### config.mk
export PLATFORM = sky130hd
export DESIGN_NAME = half_adder
export DESIGN_NICKNAME = d
export VERILOG_FILES = /design/src/rtl/half_adder_bit.sv /design/src/rtl/half_adder.sv
export SDC_FILE = /design/constraint.sdc
export NUM_CORES = 1
export LEC_CHECK = 0
export ABC_AREA = 1
export BUFFER_PORTS_ARGS = -buffer_cell sky130_fd_sc_hd__buf_2
export CELL_PAD_IN_SITES_DETAIL_PLACEMENT = 1
export CELL_PAD_IN_SITES_GLOBAL_PLACEMENT = 1
export CORE_ASPECT_RATIO = 0.9
export CORE_MARGIN = 4
export CORE_UTILIZATION = 40
export DETAILED_ROUTE_END_ITERATION = 10
export PLACE_DENSITY_LB_ADDON = 0.1
export SYNTH_ARGS = -nofsm -noshare
export SYNTH_HDL_FRONTEND = slang
export SYNTH_SLANG_ARGS = --single-unit
### constraint.sdc
create_clock -name clk -period 3.15 [get_ports clk]
set_input_delay 0.4725 -clock clk [delete_from_list [all_inputs] [get_ports clk]]
set_output_delay 0.4725 -clock clk [all_outputs]
set_load 0.02 [all_outputs]
### src/rtl/half_adder_bit.sv
// Single-lane half-adder cell: sum and carry of two one-bit operands.
module half_adder_bit (
    input  logic a,
    input  logic b,
    output logic sum,
    output logic carry
);

    assign sum   = a ^ b;
    assign carry = a & b;

endmodule

### src/rtl/half_adder.sv
// WIDTH independent half-adder lanes with a combinational output, a valid-qualified
// register stage and a saturating count of transactions that produced a carry.
module half_adder #(
    parameter int WIDTH = 1,
    parameter int CNT_W = 16
) (
    input  logic             clk,
    input  logic             rst,
    input  logic [WIDTH-1:0] a,
    input  logic [WIDTH-1:0] b,
    input  logic             in_valid,
    output logic [WIDTH-1:0] sum,
    output logic [WIDTH-1:0] carry,
    output logic [WIDTH-1:0] sum_q,
    output logic [WIDTH-1:0] carry_q,
    output logic             out_valid,
    output logic [CNT_W-1:0] carry_cnt
);

    logic any_carry;
    logic cnt_full;

    for (genvar i = 0; i < WIDTH; i++) begin : g_lane
        half_adder_bit u_bit (
            .a     (a[i]),
            .b     (b[i]),
            .sum   (sum[i]),
            .carry (carry[i])
        );
    end

    assign any_carry = |carry;
    assign cnt_full  = (carry_cnt == {CNT_W{1'b1}});

    always_ff @(posedge clk or posedge rst) begin
        if (rst) begin
            sum_q     <= '0;
            carry_q   <= '0;
            out_valid <= 1'b0;
            carry_cnt <= '0;
        end else begin
            out_valid <= in_valid;
            if (in_valid) begin
                sum_q   <= sum;
                carry_q <= carry;
                // Saturate rather than wrap so a long run never reads as few carries.
                if (any_carry && !cnt_full) begin
                    carry_cnt <= carry_cnt + CNT_W'(1);
                end
            end
        end
    end

endmodule

# Yosys cells after proc, flatten, opt, wreduce, memory -nomap -nowiden

Cells that the tools add are included.

Register bits after elaboration: 19
Input port bits: 5
Logic and storage cells: 11

$add $sub $neg: 1
Equality and inequality tests: 1
Bitwise logic cells: 2
Reduce and logical (&&, ||, !) cells: 3

Operators by type and width:

| cell                    | number |
|---|---|
| $add A16 B1 Y16 const B | 1 |
| $eq A16 B16 Y1 const B  | 1 |
| $reduce_and A2 Y1       | 1 |
| $and A1 B1 Y1           | 1 |
| $logic_and A1 B1 Y1     | 1 |
| $logic_not A1 Y1        | 1 |
| $xor A1 B1 Y1           | 1 |

# Longest topological paths before layout

Depth in word-level cells: 4
Gate-level depth with buffers: 9
Depth with buffers taken out: 9

# Cells and area by module

A second synthesis with hierarchy kept.

Cell total of the unflattened synthesis: 149
Area, all modules: 1112.3 µm²

By module, submodules not included:

| module         | instances | cells an instance | area each (µm²) | sequential area each (µm²) |
|---|---|---|---|---|
| half_adder     | 1         | 148               | 1099.8          | 475.5 |
| half_adder_bit | 1         | 1                 | 12.5            | 0.0 |

# Worst setup path after synthesis

OpenSTA, ideal clock, no wires.

Path kind: register to register
Start point: register carry_cnt[1]
End point: register carry_cnt[2]
Setup time: 127 ps
Data arrival time: 1380 ps
Data required time: 3023 ps
Path slack: 1643 ps
Cell stages (with the launch flop): 8
Buffers on the path: 1
Period minus slack after synthesis: 1507 ps
Cell sequence: dfrtp_1 -> ha_1 -> nand3_2 -> nor2_2 -> nand2_2 -> nand2_4 -> buf_6 -> o21ai_0

Longest elaborated chain between the ends: 4

Ends and longest elaborated chain:

| element                                                 | line             | RTL |
|---|---|---|
| start, declared                                         | half_adder.sv:17 | `output logic [CNT_W-1:0] carry_cnt` |
| start signal, assigned                                  | half_adder.sv:48 | `carry_cnt <= carry_cnt + CNT_W'(1);` |
| branches (longest 4 deep; another with $add A16 B1 Y16) | n/a              |  |

Parallel ways; which one is timed is not known.
A chain may end at the register's enable or synchronous reset.

# Final worst setup path

Start point: register carry_cnt[0]
End point: register carry_cnt[1]

Same word-level chain as after synthesis.

==> results.ini <==
[timing]
hold_viol_final = 0
skew_ps = 6.54
fmax_ghz = 0.617
setup_viol = 0
worst_pin_slew_ps = 754
slew-limit-headroom_pct = 49.6
final.setup.tns_ps = 0
period_needed_ps = 1620
slew_violations = 0
rsz0062_at_grt = false
fin_crit_sh_pct = 51.4

[clock_network]
cts_resized = 0
cts_made_buffers = 3
post-cts-setup-buffers = 0
cts_buffer_depth = 2
cts_tree = built
htree_levels = 1
path_clk_slew_ps = 110
root_buffer = clkbuf_4
ctsHoldBuffers = 0
clk_latency_ps = 300
clock-sinks = 19

[logic_synthesis]
synth_cell_type_count = 18
syn_avg_cell_area_sq_um = 7.19
synth_largest_area_cell = dfrtp_1
yosysTopAreaCellShare_pct = 42.9
synth.net_count = 161
synthTopCellsByArea = dfrtp_1, nand2_1, inv_1, xnor2_1, nor2_1
yosys_register_bits = 19
syn_inst = 154
ys_seq_area_share_pct = 42.9
yosysWarningCount = 0
post_synth_instance_area_sq_um = 1110

[critical_path]
required_ps = 3350
startpoint = carry_cnt[0]
end_kind = flip-flop
max_stage_delay_ps = 430
arrival_ps = 1820
reg2reg_from = carry_cnt[0]
crit_chain = ha_1, nand3_2, nor2_2, nand2_2, nand2_4, inv_2, nand2_1, nand2_1
startpoint_type = flip-flop
worstSetupPathType = reg -> reg
cpMostUsedCell = nand2_1
slowest_stage = dfrtp_1
path_max_fanout = 16

[global_route]
grt_pass1_wl_um = 4810
grt_max_degree = 20
grt_pass1_vias = 1009
antenna_found_initial = 0
overflow = 0
grt_usage_pct = 16.5

[final_layout]
drive_gt1_share_pct = 19.8
syn_to_final_growth_pct = 15.8
design_area_sq_um = 1280
diodes = 0
final_nets = 190

[placement]
port_buffers = 25
place.gp.congestion = 0.782
place_hpwl_um = 2160
place_area_sq_um = 1260

[routing]
drt_pass1_iterations = 4
drt_iter0_markers = 30
routedWlPerCell_um = 13.1
num_vias = 1072
viasPerCell = 5.10
antenna_left = 0
drc = 0
finalWirelength_um = 2760

[run]
maxCapViolCount = 0

[floorplanning]
dieHeight_um = 57.9
start_util_pct = 43.4
rows = 17
die_width_um = 63.5
pin_count = 26
core_sq_um = 2550
die-area_sq_um = 3680

[pwr]
p_total_mw = 0.561
ir_worst_vdd_uv = 335
leakagePower_nw = 0.684
power_density_nw_per_um2 = 438

[outcome]
status = completed

[min_path]
hold_path.class = in -> async

[state kept, by name, summed over array words and instances, names as in the netlist]
signal,flops
carry_cnt,16
carry_q,1
out_valid,1
sum_q,1
[logic make-up (layout without fill, tap and decap cells)]
family | after synthesis | in the layout | synth area share, %
xor+xnor | 7 | 7 | 5.54
simple gates | 102 | 102 | 39.3
flops | 19 | 19 | 42.9
compound gates | 4 | 4 | 1.81
fa+ha+maj | 2 | 2 | 2.26
buf+inv | 19 | 47 | 7.12
mux | 1 | 1 | 1.02
[cells in the mapped netlist, drive strengths merged]
library cell / number
mux2: 1
nand2: 69
dfrtp: 19
nand3b: 1
nand3: 9
buf: 1
nor2: 17
o21ai: 4
inv: 18
ha: 2
xnor2: 7
nand4: 6
[path summary, 6_finish.rpt]
check | end | slack [ps] | depth (start not counted)
max | carry_cnt[1] | 1530 | 8
min reg2reg | carry_q | 530 | 2
max in group asynchronous | sum_q | 2390 | 2
max reg2reg | carry_cnt[1] | 1530 | 8
min in group clk | out_valid | 320 | 1
min | carry_cnt[3] | 280 | 2
[metal layers]
metal	vias up	GRT usage, %	part of all wire [%]
li1	535	-	-
met5	-	0	0
met2	20	27.1	47
met1	515	22.1	49
met4	0	3.69	0.44
met3	2	4.26	3.6
[stage by stage]
| stage | instances | setup WS [ps] | hold slack [ps] | utilization, % |
|---|---|---|---|---|
| 3_5_place_dp | 206 | 1550 | 505 | 49.2 |
| 5_1_grt | 210 | 1340 | 294 | 50.2 |
| 6_report | 210 | 1530 | 283 | 50.2 |
| 2_1_floorplan | 154 | 1640 | 424 | - |
| 3_3_place_gp | 206 | 1640 | 488 | 49.2 |
| 4_1_cts | 210 | 1530 | 301 | 50.2 |
[layout by cell type (no fill, tap or decap), drive strengths merged]
master,count
buf,25
clkbuf,4
dfrtp,19
ha,2
inv,18
mux2,1
nand2,69
nand3,9
nand3b,1
nand4,6
nor2,17
o21ai,4
xnor2,7
[final cells by class]
class	instances	area, sq um
Clock buffer	4	26.3
Multi-Input combinational cell	116	553
Timing Repair Buffer	25	125
Sequential cell	19	475
Fill cell	355	1270
Tap cell	28	35.0
Inverter	18	67.6
[report_power, final]
part	switching, mW	internal [mW]	leakage, nW
Combinational	0.0825	0.0482	0.413
Clock	0.0768	0.0493	0.0150
Sequential	0.0371	0.267	0.255
Total	0.196	0.365	0.684
[worst max-delay path, delay by kind of cell (launching register included)]
family / cells / cell delay, ps
DFF: 1 / 430
buffers and inverters: 1 / 120
and+or+nand+nor: 6 / 690
adders and majority gates: 1 / 280
(Power assumes the default switching activity.)
